[config.mk]
export PLATFORM = sky130hd
export DESIGN_NAME = csr_regfile
export DESIGN_NICKNAME = d
export VERILOG_FILES = /design/src/rtl/csr_regfile_pkg.sv /design/src/rtl/csr_regfile.sv
export SDC_FILE = /design/constraint.sdc
export NUM_CORES = 2
export LEC_CHECK = 0
export BUFFER_PORTS_ARGS = -buffer_cell sky130_fd_sc_hd__clkbuf_2
export CORE_AREA = 8 8 363 365
export DETAILED_ROUTE_END_ITERATION = 16
export DIE_AREA = 0 0 371 373
export PLACE_DENSITY_LB_ADDON = 0.25
export SETUP_SLACK_MARGIN = 0.4
export SLEW_MARGIN = 20
export SYNTH_ARGS = -nofsm -noshare
export SYNTH_HDL_FRONTEND = slang
export SYNTH_SLANG_ARGS = --single-unit
export TNS_END_PERCENT = 50
[constraint.sdc]
create_clock -name clk_i -period 13.1 [get_ports clk_i]
set_input_delay 2.62 -clock clk_i [delete_from_list [all_inputs] [get_ports clk_i]]
set_output_delay 2.62 -clock clk_i [all_outputs]
set_load 0.02 [all_outputs]
[src/rtl/csr_regfile_pkg.sv]
// ---------------------------------------------------------------------------
// csr_regfile_pkg
// Shared CSR map for csr_regfile: register indices, bit positions, the
// access-type enum, the per-register access table and the write-mask helper
// derived from it. Anything that needs a CSR address or bit position takes it
// from here.
// ---------------------------------------------------------------------------
package csr_regfile_pkg;

    localparam int CSR_DW       = 32;
    localparam int CSR_NUM_REGS = 21;
    localparam int CSR_IDX_W    = 5;

    typedef enum logic [1:0] {
        CSR_ACC_RW = 2'd0,   // plain read-write storage
        CSR_ACC_RO = 2'd1,   // status, writes ignored
        CSR_ACC_SC = 2'd2    // mixed register carrying self-clearing command bits
    } csr_access_e;

    // Register indices with special behaviour
    localparam logic [CSR_IDX_W-1:0] CSR_CTRL         = 5'd0;
    localparam logic [CSR_IDX_W-1:0] CSR_PREDICT      = 5'd2;
    localparam logic [CSR_IDX_W-1:0] CSR_INST_CTRL    = 5'd3;
    localparam logic [CSR_IDX_W-1:0] CSR_INST_ADDR    = 5'd4;
    localparam logic [CSR_IDX_W-1:0] CSR_INST_DATA    = 5'd5;
    localparam logic [CSR_IDX_W-1:0] CSR_INST_PC      = 5'd7;
    localparam logic [CSR_IDX_W-1:0] CSR_INST_AT_ADDR = 5'd8;
    localparam logic [CSR_IDX_W-1:0] CSR_OBSERVABLE   = 5'd20;

    // Bit positions
    localparam int CTRL_START_BIT    = 0;
    localparam int CTRL_BUSY_BIT     = 1;
    localparam int CTRL_CORE_CLR_BIT = 6;
    localparam int INST_CLR_BIT      = 2;
    localparam int PREDICT_VALUE_W   = 8;
    localparam int PREDICT_VALID_BIT = 8;

    // Writable bits of the mixed registers: control keeps start(0), busy(1)
    // and core-clear(6) out of storage; instruction control stores bits 1:0.
    localparam logic [CSR_DW-1:0] CTRL_RW_MASK      = 32'hFFFF_FFBC;
    localparam logic [CSR_DW-1:0] INST_CTRL_RW_MASK = 32'h0000_0003;

    // Per-register access table, index 0..20
    localparam csr_access_e CSR_ACCESS [CSR_NUM_REGS] = '{
        CSR_ACC_SC,                                         // 0  control
        CSR_ACC_RW,                                         // 1  scratch
        CSR_ACC_RO,                                         // 2  prediction
        CSR_ACC_SC,                                         // 3  instruction control
        CSR_ACC_RW, CSR_ACC_RW, CSR_ACC_RW,                 // 4  inst addr, 5 inst data, 6
        CSR_ACC_RO, CSR_ACC_RO,                             // 7  inst pc, 8 inst at addr
        CSR_ACC_RW, CSR_ACC_RW, CSR_ACC_RW, CSR_ACC_RW,     // 9..12
        CSR_ACC_RW, CSR_ACC_RW, CSR_ACC_RW, CSR_ACC_RW,     // 13..16
        CSR_ACC_RW, CSR_ACC_RW, CSR_ACC_RW,                 // 17..19
        CSR_ACC_RO                                          // 20 observable
    };

    // Bits of register idx that a bus write may store
    function automatic logic [CSR_DW-1:0] csr_wr_mask(input logic [CSR_IDX_W-1:0] idx);
        logic [CSR_DW-1:0] mask;
        mask = '0;
        case (CSR_ACCESS[idx])
            CSR_ACC_RW: mask = '1;
            CSR_ACC_RO: mask = '0;
            CSR_ACC_SC: begin
                case (idx)
                    CSR_CTRL:      mask = CTRL_RW_MASK;
                    CSR_INST_CTRL: mask = INST_CTRL_RW_MASK;
                    default:       mask = '0;
                endcase
            end
            default: mask = '0;
        endcase
        return mask;
    endfunction

endpackage

[src/rtl/csr_regfile.sv]
// ---------------------------------------------------------------------------
// csr_regfile
// Control/status register file with a single-outstanding valid/ready request
// channel and a valid/ready response channel.
// Ports:
//   clk_i, rst_i                 clock, synchronous active-high reset
//   csr_req_*                    request: addr, data, write, valid / ready
//   csr_rsp_*                    response: data, valid / ready
//   csr_set_o                    all register contents, reg n at [n*W +: W]
//   start_core_o, core_clr_o,
//   inst_clr_o                   one-cycle command pulses
//   inst_wr_valid/addr/data_o    instruction-write strobe with address/data
//   core_busy_i, am_predict_*,
//   inst_pc_i, inst_at_addr_i,
//   observable_i                 status inputs mirrored into read-only regs
// ---------------------------------------------------------------------------
module csr_regfile
    import csr_regfile_pkg::*;
#(
    parameter int CsrDataWidth = 32,
    parameter int CsrAddrWidth = 32,
    parameter int NumTotRegs   = 21
) (
    input  logic                               clk_i,
    input  logic                               rst_i,
    input  logic [CsrAddrWidth-1:0]            csr_req_addr_i,
    input  logic [CsrDataWidth-1:0]            csr_req_data_i,
    input  logic                               csr_req_write_i,
    input  logic                               csr_req_valid_i,
    output logic                               csr_req_ready_o,
    output logic [CsrDataWidth-1:0]            csr_rsp_data_o,
    output logic                               csr_rsp_valid_o,
    input  logic                               csr_rsp_ready_i,
    output logic [NumTotRegs*CsrDataWidth-1:0] csr_set_o,
    output logic                               start_core_o,
    output logic                               core_clr_o,
    output logic                               inst_clr_o,
    output logic                               inst_wr_valid_o,
    output logic [CsrDataWidth-1:0]            inst_wr_addr_o,
    output logic [CsrDataWidth-1:0]            inst_wr_data_o,
    input  logic                               core_busy_i,
    input  logic [7:0]                         am_predict_i,
    input  logic                               am_predict_valid_i,
    input  logic [CsrDataWidth-1:0]            inst_pc_i,
    input  logic [CsrDataWidth-1:0]            inst_at_addr_i,
    input  logic [CsrDataWidth-1:0]            observable_i
);

    logic [CsrDataWidth-1:0] regs_r      [NumTotRegs];
    logic [CsrDataWidth-1:0] regs_next_s [NumTotRegs];

    logic                    rsp_valid_r;
    logic [CsrDataWidth-1:0] rsp_data_r;
    logic                    start_core_r;
    logic                    core_clr_r;
    logic                    inst_clr_r;
    logic                    inst_wr_pend_r;
    logic                    inst_wr_valid_r;
    logic [CsrDataWidth-1:0] inst_wr_addr_r;
    logic [CsrDataWidth-1:0] inst_wr_data_r;

    logic                    accept_s;
    logic                    hit_s;
    logic                    wr_s;
    logic                    rd_s;
    logic [CSR_IDX_W-1:0]    idx_s;
    logic [CsrDataWidth-1:0] rd_val_s;
    logic                    start_next_s;
    logic                    core_clr_next_s;
    logic                    inst_clr_next_s;
    logic                    inst_wr_pend_next_s;

    // Request decode; ready comes straight from the response flop, so a
    // response completing this cycle still blocks a new request.
    always_comb begin
        accept_s = csr_req_valid_i & ~rsp_valid_r;
        hit_s    = (csr_req_addr_i < CsrAddrWidth'(NumTotRegs));
        idx_s    = csr_req_addr_i[CSR_IDX_W-1:0];
        wr_s     = accept_s & hit_s & csr_req_write_i;
        rd_s     = accept_s & hit_s & ~csr_req_write_i;
    end

    // Read mux; out-of-range addresses select nothing and read zero
    always_comb begin
        rd_val_s = '0;
        for (int n = 0; n < NumTotRegs; n++) begin
            rd_val_s = rd_val_s |
                       (((hit_s == 1'b1) && (idx_s == CSR_IDX_W'(n))) ? regs_r[n] : '0);
        end
    end

    // Command pulse requests from the accepted write; start is suppressed while busy
    always_comb begin
        start_next_s        = wr_s & (idx_s == CSR_CTRL) &
                              csr_req_data_i[CTRL_START_BIT] & ~core_busy_i;
        core_clr_next_s     = wr_s & (idx_s == CSR_CTRL) & csr_req_data_i[CTRL_CORE_CLR_BIT];
        inst_clr_next_s     = wr_s & (idx_s == CSR_INST_CTRL) & csr_req_data_i[INST_CLR_BIT];
        inst_wr_pend_next_s = wr_s & (idx_s == CSR_INST_DATA);
    end

    // Register next state: masked bus write, then status mirrors and side effects
    always_comb begin
        logic [CsrDataWidth-1:0] mask_v;
        mask_v = '0;
        for (int n = 0; n < NumTotRegs; n++) begin
            mask_v = (wr_s && (idx_s == CSR_IDX_W'(n))) ?
                     CsrDataWidth'(csr_wr_mask(CSR_IDX_W'(n))) : '0;
            regs_next_s[n] = (regs_r[n] & ~mask_v) | (csr_req_data_i & mask_v);
        end

        regs_next_s[CSR_CTRL][CTRL_BUSY_BIT] = core_busy_i;
        regs_next_s[CSR_INST_PC]             = inst_pc_i;
        regs_next_s[CSR_INST_AT_ADDR]        = inst_at_addr_i;
        regs_next_s[CSR_OBSERVABLE]          = observable_i;

        // A new prediction wins over the read-clear of the sticky flag
        if (am_predict_valid_i) begin
            regs_next_s[CSR_PREDICT][PREDICT_VALUE_W-1:0] = am_predict_i;
            regs_next_s[CSR_PREDICT][PREDICT_VALID_BIT]   = 1'b1;
        end else if (rd_s && (idx_s == CSR_PREDICT)) begin
            regs_next_s[CSR_PREDICT][PREDICT_VALID_BIT]   = 1'b0;
        end else begin
            regs_next_s[CSR_PREDICT][PREDICT_VALID_BIT]   = regs_r[CSR_PREDICT][PREDICT_VALID_BIT];
        end

        // Auto-increment alongside the instruction-write strobe; no bus write
        // can land in that cycle because the response is still outstanding.
        regs_next_s[CSR_INST_ADDR] = regs_next_s[CSR_INST_ADDR] +
                                     {{(CsrDataWidth-1){1'b0}}, inst_wr_pend_r};
    end

    // Register storage
    always_ff @(posedge clk_i) begin
        for (int n = 0; n < NumTotRegs; n++) begin
            if (rst_i) begin
                regs_r[n] <= '0;
            end else begin
                regs_r[n] <= regs_next_s[n];
            end
        end
    end

    // Response channel: data captured at acceptance and held until taken
    always_ff @(posedge clk_i) begin
        if (rst_i) begin
            rsp_valid_r <= 1'b0;
            rsp_data_r  <= '0;
        end else if (accept_s) begin
            rsp_valid_r <= 1'b1;
            rsp_data_r  <= csr_req_write_i ? '0 : rd_val_s;
        end else if (rsp_valid_r && csr_rsp_ready_i) begin
            rsp_valid_r <= 1'b0;
            rsp_data_r  <= '0;
        end
    end

    // Command pulses and the delayed instruction-write strobe
    always_ff @(posedge clk_i) begin
        if (rst_i) begin
            start_core_r    <= 1'b0;
            core_clr_r      <= 1'b0;
            inst_clr_r      <= 1'b0;
            inst_wr_pend_r  <= 1'b0;
            inst_wr_valid_r <= 1'b0;
            inst_wr_addr_r  <= '0;
            inst_wr_data_r  <= '0;
        end else begin
            start_core_r    <= start_next_s;
            core_clr_r      <= core_clr_next_s;
            inst_clr_r      <= inst_clr_next_s;
            inst_wr_pend_r  <= inst_wr_pend_next_s;
            inst_wr_valid_r <= inst_wr_pend_r;
            if (inst_wr_pend_r) begin
                inst_wr_addr_r <= regs_r[CSR_INST_ADDR];
                inst_wr_data_r <= regs_r[CSR_INST_DATA];
            end
        end
    end

    // Flattened view of the register array
    always_comb begin
        csr_set_o = '0;
        for (int n = 0; n < NumTotRegs; n++) begin
            csr_set_o[n*CsrDataWidth +: CsrDataWidth] = regs_r[n];
        end
    end

    assign csr_req_ready_o = ~rsp_valid_r;
    assign csr_rsp_valid_o = rsp_valid_r;
    assign csr_rsp_data_o  = rsp_data_r;
    assign start_core_o    = start_core_r;
    assign core_clr_o      = core_clr_r;
    assign inst_clr_o      = inst_clr_r;
    assign inst_wr_valid_o = inst_wr_valid_r;
    assign inst_wr_addr_o  = inst_wr_addr_r;
    assign inst_wr_data_o  = inst_wr_data_r;

endmodule

After elaboration in Yosys (flattened, before gate mapping). Memory sizes are Yosys's and may differ from the RTL's. A register that Yosys moved wholly into a read port is not among the register bits. Cells that the tools add are included.

Memories: 1. Flip-flop bits (word level): 38. RAM bits: 672.

Memory list: regs_r (depth 21, width 32, read ports 23, clocked after Yosys merged registers in 2, write ports 21, RTL line csr_regfile.sv:49) `logic [CsrDataWidth-1:0] regs_r [NumTotRegs];`.

Add/sub/neg operators: 1. $lt $le $gt $ge: 1. Reduce and logical (&&, ||, !) cells: 43. Multiplexer cells: 72. Bitwise operators: 125. Equality and inequality tests: 21.

Operators by type and width (count): $mux W32 (60); $or A32 B32 Y32 (37); $and A32 B32 Y32 (33); $not A32 Y32 (16); $eq A5 B4 Y1 const B (8); $logic_and A1 B1 Y1 (40); $add A32 B1 Y32 (1); $and A32 B2 Y32 (1); $lt A32 B5 Y1 const B (1); $not A2 Y32 (1); $eq A5 B5 Y1 const B (5); $mux W23 (1); $or A1 B1 Y1 (23); $eq A5 B3 Y1 const B (4); $mux W8 (2); $and A1 B1 Y1 (11); $eq A5 B2 Y1 const B (2); $mux W1 (8); $eq A5 B1 Y1 const B (1); $logic_not A5 Y1 (1); $not A1 Y1 (3); $mux W2 (1); $ne A2 B2 Y1 const B (1); $reduce_and A2 Y1 (1); $reduce_bool A2 Y1 (1).

Logic depth before layout (Yosys ltp).
Word-level depth: 25. Mapped depth: 20. Depth with buffers taken out: 15.

Worst setup path before layout. Ideal clock, no wire load.

Path type: in2reg. From: input port csr_req_addr_i[15]. To: memory regs_r[4][30] (netlist: regs_r[0][158]). Stages: 18. Arrival time: 6237 ps. Setup slack: 6777 ps. Data required time: 13014 ps. Cell sequence: nor4_2 > nand4_4 > nor4_2 > and2_1 > buf_2 > buf_2 > buf_2 > nand2_1 > nand2_1 > ha_1 > ha_1 > and4_1 > nand4_1 > nor3_1 > nand3_1 > xnor2_1 > nor2_1 > a211oi_1.

RTL lines: start: declaration (RTL line csr_regfile.sv:26) `input logic [CsrAddrWidth-1:0] csr_req_addr_i,`; end: declaration (RTL line csr_regfile.sv:49).

==> flow_metrics.env <==
export IMPL_status="finished, final reports clean"
export IMPL_yosysUniqueCellTypes=67
export IMPL_finalHoldViolations=0
export IMPL_syn_area_per_cell_um2=8.15
export IMPL_power_per_cell_area_mw_per_mm2=129
export IMPL_p_sw_share_pct=26.4
export IMPL_reg2reg_depth=16
export IMPL_synth_compound_area_share_pct=18.9
export IMPL_dr_pass1_iters=6
export IMPL_crit_required_ps=13720
export IMPL_die_w_um=371
export IMPL_clkSinkCount=719
export IMPL_min_period_ps=7500
export IMPL_fp_coreArea_mm2=0.126
export IMPL_start_util_pct=23.8
export IMPL_setup_viol_count_final=0
export IMPL_synth_top_area_share_pct=47.9
export IMPL_final_cell_area_mm2=0.0391
export IMPL_synth_top_cell_by_area="dfxtp_1"
export IMPL_rrSetupSlack_ps=8330
export IMPL_critPathBufInv=3
export IMPL_synth_simple_area_share_pct=22.3
export IMPL_r2r_end="regs_r[0][152]"
export IMPL_combPwrFrac_pct=5.5
export IMPL_synth_common_cells="nand2_1, dfxtp_1, a21oi_1, clkbuf_1, a22oi_1"
export IMPL_cts_tree="done"
export IMPL_max_slew_margin_rel_pct=18.4
export IMPL_gr_total_overflow=0
export IMPL_power_leakage_nw=14.8
export IMPL_irDropWorstVdd_mv=0.112
export IMPL_gp_congestion=0.930
export IMPL_vias_per_cell=5.29
export IMPL_skew_ps=24.8
export IMPL_p_int_mw=3.73
export IMPL_post_dp_hpwl_um=155000
export IMPL_muxShareOfSynthArea_pct=3.44
export IMPL_placed_area_mm2=0.0361
export IMPL_setup_slack_ps=5600
export IMPL_netlist_instances=3687
export IMPL_crit_path_end="regs_r[0][152]"
export IMPL_cts_root_buf="clkbuf_16"
export IMPL_critPathKind="in2reg"
export IMPL_die_h_um=373
export IMPL_ant_nets=0
export IMPL_cpMaxStageDelayCell="nand3_2"
export IMPL_synth_top_flop_cell="dfxtp_1"
export IMPL_synthAdderAreaFrac_pct=0.0833
export IMPL_crit_fanout=40
export IMPL_path_depth=18
export IMPL_critPathLaunch="csr_req_addr_i[30]"
export IMPL_layout_drive_gt1_share_pct=27.2
export IMPL_max_freq_ghz=0.133
export IMPL_clkPwrFrac_pct=50.6
export IMPL_fin_tns_setup_ps=0
export IMPL_io_buffers=893
export IMPL_dpl_cell_count=6004
export IMPL_clk_latency_ps=720
export IMPL_final_nets=4613
export IMPL_fin_cells=6173
export IMPL_p_sw_mw=1.33
export IMPL_synth_most_common_cell="nand2_1"
export IMPL_clk_pin_slew_worst_paths_ps=60
export IMPL_row_count=131
export IMPL_seqPwrFrac_pct=43.9
export IMPL_drc=0
export IMPL_finalCritPeriodShare_pct=57.2
export IMPL_yosysSeqAreaShare_pct=47.9
export IMPL_vias=32600
export IMPL_grt_usage_pct=29.0
export IMPL_dieArea_mm2=0.138
export IMPL_ys_ff_latch=719
export IMPL_routed_wl_um=212000
export IMPL_synth_top_cells_by_area="dfxtp_1, nand2_1, a21oi_1"
export IMPL_drv_slew=0
export IMPL_wl_per_cell_um=34.3
export IMPL_syn_to_final_growth_pct=30.1
export IMPL_synth_top_family_by_area="simple AND/OR/NAND/NOR gates"
export IMPL_synth_area_mm2=0.0301
export IMPL_arrival_ps=8110
export IMPL_cts_path_max_buffers=3
export IMPL_grt_max_degree=151
export IMPL_ys_warn_count=0
export IMPL_grt_pass1_vias=30100
export IMPL_timing_rr_start="csr_rsp_valid_o"
export IMPL_postCtsHoldBufs=0
export IMPL_pre_cts_slack_ps=5030
export IMPL_rsz0062_at_grt="no"
export IMPL_crit_family="simple AND/OR/NAND/NOR gates"
export IMPL_crit_chain="clkbuf_2 -> nor4_2 -> nand3_2 -> nor4_4 -> buf_4 -> and2_1 -> buf_4 -> nand2_1 -> nand2_1 -> ha_1 -> ha_1 -> and4_1 -> nand4_1 -> nor3_1 -> nand3_1 -> xnor2_1 -> nor2_1 -> a211oi_1"
export IMPL_async_flop_share_pct=0
export IMPL_synthXorXnorAreaFrac_pct=1.37
export IMPL_cts_setup_buffers=0
export IMPL_io_pins=949
export IMPL_antenna_found_initial=20
export IMPL_start_kind="input port"
export IMPL_cpPeakStageDelay_ps=870
export IMPL_finalCoreUtilization_pct=31.0
export IMPL_grt_first_pass_wirelength_um=280000
export IMPL_maxCapViolations=0
export IMPL_dr_first_iter_drc_count=4750
export IMPL_synth_edff_count=0
export IMPL_htreeDepth=3
export IMPL_cts_buffers=90
export IMPL_cp_end_kind="register"
export IMPL_hold_class="reg2reg"
export IMPL_worst_pin_slew_ps=1220
export IMPL_cts_resized_gates=0
power by group through the flow:
stage / Clock [mW] / Combinational [mW] / Sequential [mW]
after detailed placement: 0 / 0.270 / 2.27
after floorplan: 0 / 0.126 / 2.28
after global placement: 0 / 0.271 / 2.27
after global routing: 2.68 / 0.283 / 2.22
after CTS: 2.60 / 0.271 / 2.22
final: 2.56 / 0.276 / 2.22
worst reg2reg max path: cells and delay by family, from the launching register on:
kind / cells / cell delay, ps
AND/OR/NAND/NOR: 10 / 2350
buffers and inverters: 2 / 890
adder cells (fa/ha/maj): 2 / 650
flip-flops: 1 / 380
AO/OA/AOI/OAI: 1 / 210
XOR/XNOR: 1 / 190
cell families (layout without fill, tap and decap cells):
logic type               Yosys count  in the layout
multiplexers                     102            102
AO/OA/AOI/OAI                    904            904
other                              1             63
buffers and inverters            403           1165
AND/OR/NAND/NOR                 1509           1509
XOR/XNOR                          47             47
flip-flops                       719            719
adder cells (fa/ha/maj)            2              2
how the worst min path moves through the flow:
stage	start	end	slack, ps	cells after the start
after floorplan	register	register	540	2
after global placement	register	register	450	2
after detailed placement	register	register	460	2
after CTS	register	register	470	2
after global routing	register	register	480	2
final	register	register	470	2
cell type report:
cell class	instances	area [um2]
fill	13600	87300
sequential	719	14400
multi-input combinational	2619	14300
timing repair buffer	1003	5320
clock buffer	133	2640
tap	1662	2080
clock inverter	26	318
antenna	8	20.0
inverter	3	11.3
per-layer routing:
metal | global-route usage [%] | up-vias | part of all wire (%)
met2 | 45.9 | 2069 | 45
met3 | 8.13 | 320 | 10
li1 | - | 14100 | -
met1 | 37.8 | 16100 | 41
met4 | 10.0 | 4 | 3.6
met5 | 0 | - | 0.012
metrics by stage:
step | total power [mW] | hold WS, ps
2_1_floorplan | 2.41 | 539
3_3_place_gp | 2.54 | 452
3_5_place_dp | 2.54 | 461
4_1_cts | 5.10 | 467
5_1_grt | 5.19 | 479
6_report | 5.06 | 468
layout by cell type, fill, tap and decap left out, types with 28 or more instances in the layout:
cell	instances
a211oi_1	38
conb_1	55
clkbuf_2	892
a222oi_1	39
a22oi_1	152
mux2i_1	99
nand2_1	1039
dfxtp_1	718
nor2_1	126
a21oi_1	515
nand3_1	46
buf_4	107
nand4_1	28
clkbuf_16	90
nor2b_1	106
a221oi_1	38
(Power assumes the default switching activity.)
